**src/rtl/reg_file_param.sv**
```systemverilog
// reg_file_param: DEPTH = 2**ADDR_WIDTH registers of DATA_WIDTH bits with two
// combinational read ports and one synchronous write port with acknowledge.
// RESET starts a clear sweep (one register per cycle); BUSY is high during
// the sweep, writes are dropped and both read ports return zero.
// Optional build macro REG_FILE_BYPASS_EN: forwards IN to a read port whose
// address matches INADDRESS while WRITE is high and the file is not busy.
module reg_file_param #(
  parameter int DATA_WIDTH = 8,
  parameter int ADDR_WIDTH = 3
) (
  input  logic                  CLK,
  input  logic                  RESET,
  input  logic                  WRITE,
  input  logic [ADDR_WIDTH-1:0] INADDRESS,
  input  logic [DATA_WIDTH-1:0] IN,
  input  logic [ADDR_WIDTH-1:0] OUT1ADDRESS,
  input  logic [ADDR_WIDTH-1:0] OUT2ADDRESS,
  output logic [DATA_WIDTH-1:0] OUT1,
  output logic [DATA_WIDTH-1:0] OUT2,
  output logic                  BUSY,
  output logic                  WACK
);

  localparam int DEPTH = 2 ** ADDR_WIDTH;
  localparam logic [ADDR_WIDTH-1:0] LAST_IDX = ADDR_WIDTH'(DEPTH - 1);

  typedef enum logic {
    S_IDLE  = 1'b0,
    S_CLEAR = 1'b1
  } state_t;

  state_t                r_state;
  state_t                w_state_nxt;
  logic [ADDR_WIDTH-1:0] r_cidx;
  logic [ADDR_WIDTH-1:0] w_cidx_nxt;
  logic                  r_wack;
  logic                  w_wack_nxt;
  logic                  w_clr_en;
  logic [ADDR_WIDTH-1:0] w_clr_idx;
  logic                  w_wr_en;
  logic [DATA_WIDTH-1:0] r_mem [DEPTH];

  // Control state: FSM state, clear index and write acknowledge.
  always_ff @(posedge CLK) begin
    r_state <= w_state_nxt;
    r_cidx  <= w_cidx_nxt;
    r_wack  <= w_wack_nxt;
  end

  // Next-state logic; RESET wins over everything, including a pending write.
  always_comb begin
    w_state_nxt = r_state;
    w_cidx_nxt  = r_cidx;
    w_wack_nxt  = 1'b0;
    w_clr_en    = 1'b0;
    w_clr_idx   = r_cidx;
    w_wr_en     = 1'b0;
    if (RESET) begin
      // Restart the sweep; register 0 is cleared on this very edge and
      // again on the first sweep edge, which keeps BUSY at DEPTH cycles.
      w_state_nxt = S_CLEAR;
      w_cidx_nxt  = '0;
      w_clr_en    = 1'b1;
      w_clr_idx   = '0;
    end else begin
      case (r_state)
        S_CLEAR: begin
          w_clr_en   = 1'b1;
          w_cidx_nxt = r_cidx + 1'b1;
          if (r_cidx == LAST_IDX) begin
            w_state_nxt = S_IDLE;
          end
        end
        default: begin
          if (WRITE) begin
            w_wr_en    = 1'b1;
            w_wack_nxt = 1'b1;
          end
        end
      endcase
    end
  end

  // Register storage: clear sweep has priority; writes only land when idle.
  always_ff @(posedge CLK) begin
    if (w_clr_en) begin
      r_mem[w_clr_idx] <= '0;
    end else if (w_wr_en) begin
      r_mem[INADDRESS] <= IN;
    end
  end

  assign BUSY = (r_state == S_CLEAR);
  assign WACK = r_wack;

`ifdef REG_FILE_BYPASS_EN
  logic w_byp1;
  logic w_byp2;
  assign w_byp1 = WRITE && !BUSY && (OUT1ADDRESS == INADDRESS);
  assign w_byp2 = WRITE && !BUSY && (OUT2ADDRESS == INADDRESS);

  // Read ports with write forwarding; masked to zero during the sweep.
  always_comb begin
    OUT1 = '0;
    OUT2 = '0;
    if (!BUSY) begin
      OUT1 = w_byp1 ? IN : r_mem[OUT1ADDRESS];
      OUT2 = w_byp2 ? IN : r_mem[OUT2ADDRESS];
    end
  end
`else
  // Read ports show stored contents; masked to zero during the sweep.
  always_comb begin
    OUT1 = '0;
    OUT2 = '0;
    if (!BUSY) begin
      OUT1 = r_mem[OUT1ADDRESS];
      OUT2 = r_mem[OUT2ADDRESS];
    end
  end
`endif

endmodule

```
**config.mk**
```make
export PLATFORM = sky130hd
export DESIGN_NAME = reg_file_param
export DESIGN_NICKNAME = d
export VERILOG_FILES = /design/src/rtl/reg_file_param.sv
export SDC_FILE = /design/constraint.sdc
export NUM_CORES = 1
export LEC_CHECK = 0
export ABC_AREA = 1
export CAP_MARGIN = 5
export CORE_MARGIN = 1
export CORE_UTILIZATION = 30
export DETAILED_ROUTE_END_ITERATION = 10
export PLACE_DENSITY = 0.59
export SKIP_LAST_GASP = 1
export SYNTH_ARGS = -nofsm -noshare
export SYNTH_HDL_FRONTEND = slang
export SYNTH_SLANG_ARGS = --single-unit
```
**constraint.sdc**
```tcl
create_clock -name CLK -period 1.66 [get_ports CLK]
set_clock_uncertainty 0.15 [all_clocks]
set_input_delay 0.332 -clock CLK [delete_from_list [all_inputs] [get_ports CLK]]
set_output_delay 0.332 -clock CLK [all_outputs]
set_load 0.02 [all_outputs]
```
==> impl_metrics.prom <==
# TYPE chip_impl_metric gauge
chip_impl_metric{name="cell_internal_pwr",unit="mW"} 3.42
chip_impl_metric{name="timing.final.hold_violations",unit=""} 0
chip_impl_metric{name="num_io_pins",unit=""} 38
chip_impl_metric{name="antenna_cells",unit=""} 0
chip_impl_metric{name="cts_hold_buffers",unit=""} 0
chip_impl_metric{name="synth.area.mux_share",unit=""} 0
chip_impl_info{name="worst_path_cell_chain",value="inv_2 > nand2_2 > nand3_1 > nand2_1 > nor2_1 > nor2_2 > buf_6"} 1
chip_impl_metric{name="post-route-drc-count",unit=""} 2
chip_impl_info{name="layout_commonest_cell",value="sky130_fd_sc_hd__nand2_1"} 1
chip_impl_metric{name="p_switching",unit="mW"} 1.09
chip_impl_metric{name="power.density",unit="nW/um2"} 761
chip_impl_metric{name="grt_first_pass_wirelength",unit="mm"} 18.4
chip_impl_metric{name="post_layout_nonfiller_instances",unit=""} 756
chip_impl_metric{name="detailed_place_hpwl",unit="mm"} 7.48
chip_impl_metric{name="clock_power_share",unit=""} 0.400
chip_impl_metric{name="cp_slowest_stage_delay",unit="ns"} 0.38
chip_impl_info{name="outcome",value="finished, violations left"} 1
chip_impl_metric{name="initial_antenna_violation_count",unit=""} 0
chip_impl_metric{name="crit_fanout",unit=""} 2
chip_impl_metric{name="area_delta_synth_final",unit="%"} 53.0
chip_impl_metric{name="grt.met2_usage",unit=""} 0.323
chip_impl_metric{name="io_buffers",unit=""} 37
chip_impl_metric{name="fp.coreArea",unit="um2"} 12600
chip_impl_metric{name="route.antenna.remaining_nets",unit=""} 0
chip_impl_info{name="largest_family_of_logic_cells_by_synthesized_area",value="simple AND/OR/NAND/NOR gates"} 1
chip_impl_metric{name="synth-xor-area-share",unit=""} 0.00226
chip_impl_metric{name="max_slew.worst_pin.slew",unit="ns"} 0.428
chip_impl_metric{name="synth_fa_ha_area_frac",unit=""} 0.00647
chip_impl_metric{name="layout_setup_ws",unit="ns"} -0.105
chip_impl_metric{name="ctsLongestPathBuffers",unit=""} 2
chip_impl_metric{name="critical_path_arrival",unit="ns"} 1.28
chip_impl_metric{name="grt_pass1_vias",unit=""} 3543
chip_impl_metric{name="min_period",unit="ns"} 1.77
chip_impl_metric{name="dpl-instance-area",unit="um2"} 4850
chip_impl_metric{name="power.leakage",unit="nW"} 2.64
chip_impl_metric{name="clk_latency",unit="ns"} 0.33
chip_impl_metric{name="grt_max_degree",unit=""} 21
chip_impl_info{name="critPathLaunchType",value="flop"} 1
chip_impl_info{name="peak_usage_layer_in_the_global_routing_report",value="met2"} 1
chip_impl_metric{name="clock_tree.htree_level_count",unit=""} 3
chip_impl_info{name="timing.critical_path.to_type",value="primary output"} 1
chip_impl_metric{name="start_util",unit=""} 0.307
chip_impl_metric{name="post_route_cells_drive_above_1_share",unit=""} 0.438
chip_impl_metric{name="synth-compound-area-share",unit=""} 0.00647
chip_impl_metric{name="gr-total-overflow",unit=""} 0
chip_impl_metric{name="placedCellCount",unit=""} 727
chip_impl_metric{name="vias",unit=""} 3615
chip_impl_info{name="hold_class",value="input pin to flop"} 1
chip_impl_metric{name="cap_violations",unit=""} 0
chip_impl_info{name="tritoncts_clock_tree",value="built"} 1
chip_impl_metric{name="clkSinkCount",unit=""} 69
chip_impl_metric{name="fin_setup_tns",unit="ns"} -4.08
chip_impl_info{name="layout_common_cells",value="sky130_fd_sc_hd__nand2_1 (138), sky130_fd_sc_hd__edfxtp_1 (64), sky130_fd_sc_hd__nand3_1 (53)"} 1
chip_impl_metric{name="final_cell_area",unit="um2"} 5920
chip_impl_metric{name="postSynthCellCount",unit=""} 497
chip_impl_metric{name="register_area_share_after_synthesis",unit=""} 0.522
chip_impl_metric{name="total_clock_buffers_created_by_cts",unit=""} 9
chip_impl_metric{name="initial_detailed_routing_violation_count",unit=""} 289
chip_impl_metric{name="drt_pre_antenna_iters",unit=""} 8
chip_impl_metric{name="share_comb_of_total_power",unit=""} 0.163
chip_impl_metric{name="slew_viol_final",unit=""} 0
chip_impl_metric{name="post_synth.cell_area_avg",unit="um2"} 7.79
chip_impl_metric{name="synthSimpleGateAreaFrac",unit=""} 0.340
chip_impl_metric{name="synth.distinct_cells",unit=""} 20
chip_impl_metric{name="power.sequential.fraction",unit=""} 0.437
chip_impl_metric{name="num_rows",unit=""} 41
chip_impl_info{name="clockRootBuffer",value="sky130_fd_sc_hd__clkbuf_16"} 1
chip_impl_metric{name="route.final.wire_length",unit="mm"} 12.0
chip_impl_info{name="crit_slowest_cell",value="sky130_fd_sc_hd__edfxtp_1"} 1
chip_impl_metric{name="achievable-frequency",unit="MHz"} 566
chip_impl_metric{name="grt_use_met3",unit=""} 0.0460
chip_impl_metric{name="die_w",unit="um"} 116
chip_impl_metric{name="synthesis.yosys.warnings",unit=""} 0
chip_impl_metric{name="detail_route.wl_per_cell",unit="um"} 15.9
chip_impl_metric{name="switch_share",unit=""} 0.242
chip_impl_metric{name="die-area",unit="um2"} 13400
chip_impl_info{name="rsz0062_at_grt",value="true"} 1
chip_impl_info{name="critPathKind",value="flop to primary output"} 1
chip_impl_metric{name="grt.total_usage",unit=""} 0.190
chip_impl_metric{name="via_density",unit=""} 4.78
chip_impl_metric{name="setup_viol_count_final",unit=""} 80
chip_impl_metric{name="nFillCells",unit=""} 1195
chip_impl_metric{name="worst-endpoint-required",unit="ns"} 1.18
chip_impl_metric{name="min_period_over_period",unit=""} 1.06
chip_impl_metric{name="final_nets",unit=""} 602
chip_impl_metric{name="gp_congestion",unit=""} 0.848
chip_impl_metric{name="grt_use_met1",unit=""} 0.229
chip_impl_metric{name="slew-limit-headroom",unit=""} 0.713
chip_impl_metric{name="cts.clk_slew.worst_paths",unit="ns"} 0.05
chip_impl_metric{name="synth_nets",unit=""} 519
chip_impl_metric{name="floorplan.die.height",unit="um"} 116
chip_impl_info{name="failed_checks",value="design-rule violations, negative setup slack"} 1
chip_impl_metric{name="postSynthRegisterBits",unit=""} 69
chip_impl_metric{name="vdd_ir_drop_max",unit="V"} 0.000473
chip_impl_metric{name="syn-cell-area",unit="um2"} 3870
==> metrics by stage <==
stage | hold slack (ns) | power, mW | util | setup WS [ns]
5_1_grt | 0.346 | 4.66 | 0.469 | -0.169
2_1_floorplan | 0.254 | 2.32 | - | 0.0129
3_3_place_gp | 0.393 | 2.53 | 0.384 | -0.956
3_5_place_dp | 0.400 | 2.54 | 0.384 | -0.950
6_report | 0.323 | 4.51 | 0.469 | -0.105
4_1_cts | 0.325 | 4.47 | 0.446 | -0.127
==> final timing paths <==
check	from	endpoint	slack, ns	cells past startpoint
worst max-delay path	r_mem[0][2]	OUT1[2]	-0.11	7
worst min-delay path	RESET	r_cidx[0]	0.32	3
worst max register to register	BUSY	r_mem[2][7]	-0.08	6
worst min register to register	r_cidx[0]	r_cidx[0]	0.44	2
==> synthesized netlist by cell type <==
master | count | area, um2
sky130_fd_sc_hd__buf_4 | 2 | 15.0
sky130_fd_sc_hd__dfxtp_1 | 5 | 100
sky130_fd_sc_hd__nor2_1 | 53 | 199
sky130_fd_sc_hd__edfxtp_1 | 64 | 1920
sky130_fd_sc_hd__clkinv_1 | 1 | 3.75
sky130_fd_sc_hd__clkbuf_1 | 3 | 11.3
sky130_fd_sc_hd__nand2_2 | 4 | 25.0
sky130_fd_sc_hd__nor2_2 | 1 | 6.26
sky130_fd_sc_hd__nand2_4 | 1 | 11.3
sky130_fd_sc_hd__inv_2 | 3 | 11.3
sky130_fd_sc_hd__xnor2_1 | 1 | 8.76
sky130_fd_sc_hd__nand3_1 | 82 | 410
sky130_fd_sc_hd__nand2_1 | 172 | 646
sky130_fd_sc_hd__o21ai_1 | 2 | 10.0
sky130_fd_sc_hd__inv_1 | 75 | 282
sky130_fd_sc_hd__buf_6 | 7 | 78.8
sky130_fd_sc_hd__buf_2 | 14 | 70.1
sky130_fd_sc_hd__nand3_2 | 2 | 20.0
sky130_fd_sc_hd__o21ai_0 | 3 | 15.0
sky130_fd_sc_hd__ha_1 | 2 | 25.0
==> state kept, by name, summed over array words and instances, names as in the netlist <==
register and cells:
r_mem 64, BUSY 1, r_cidx 3, WACK 1
==> power groups by stage <==
stage | Clock (mW) | Sequential (mW) | Combinational (mW)
floorplan | 0 | 1.99 | 0.333
global placement | 0 | 1.99 | 0.539
detailed placement | 0 | 1.99 | 0.546
CTS | 1.84 | 1.96 | 0.667
global route | 1.90 | 1.97 | 0.788
finish | 1.80 | 1.97 | 0.736
==> layer usage <==
metal	vias to the layer above	share of wire
met5	-	0
met4	0	0.029
met3	40	0.076
met2	145	0.50
met1	1697	0.40
li1	1733	-
==> final cells by class <==
type / count / area, um2 / share of cell area
clock inverters: 2 / 35.0 / 0.00592
well taps: 172 / 215 / 0.0364
flip-flops and latches: 69 / 2030 / 0.342
repair buffers: 97 / 1160 / 0.196
multi-input cells: 324 / 1920 / 0.325
clock buffers: 13 / 240 / 0.0406
inverters: 79 / 323 / 0.0545
==> logic make-up (layout without fill, tap and decap cells) <==
group                    Yosys count  count (layout)
AND/OR/NAND/NOR                  315             316
AO/OA/AOI/OAI                      5               5
adder cells (fa/ha/maj)            2               2
buffers and inverters            105             191
flip-flops                        69              69
XOR/XNOR                           1               1
==> critical path, delay by kind of cell, from the launching register on <==
| family | cells | cell delay [ns] |
|---|---|---|
| flops | 1 | 0.38 |
| simple gates | 5 | 0.36 |
| buf+inv | 2 | 0.21 |
==> what timing repair did <==
| action | 4_1_cts | 5_1_grt |
|---|---|---|
| pin swaps | 68 | 85 |
| resized for setup | 210 | 107 |
| gates cloned | 8 | 0 |
| hold endpoints to repair | 0 | 0 |
| buffers inserted | 5 | 1 |
| endpoints found under the setup margin | 114 | 89 |
(Power assumes the default switching activity.)
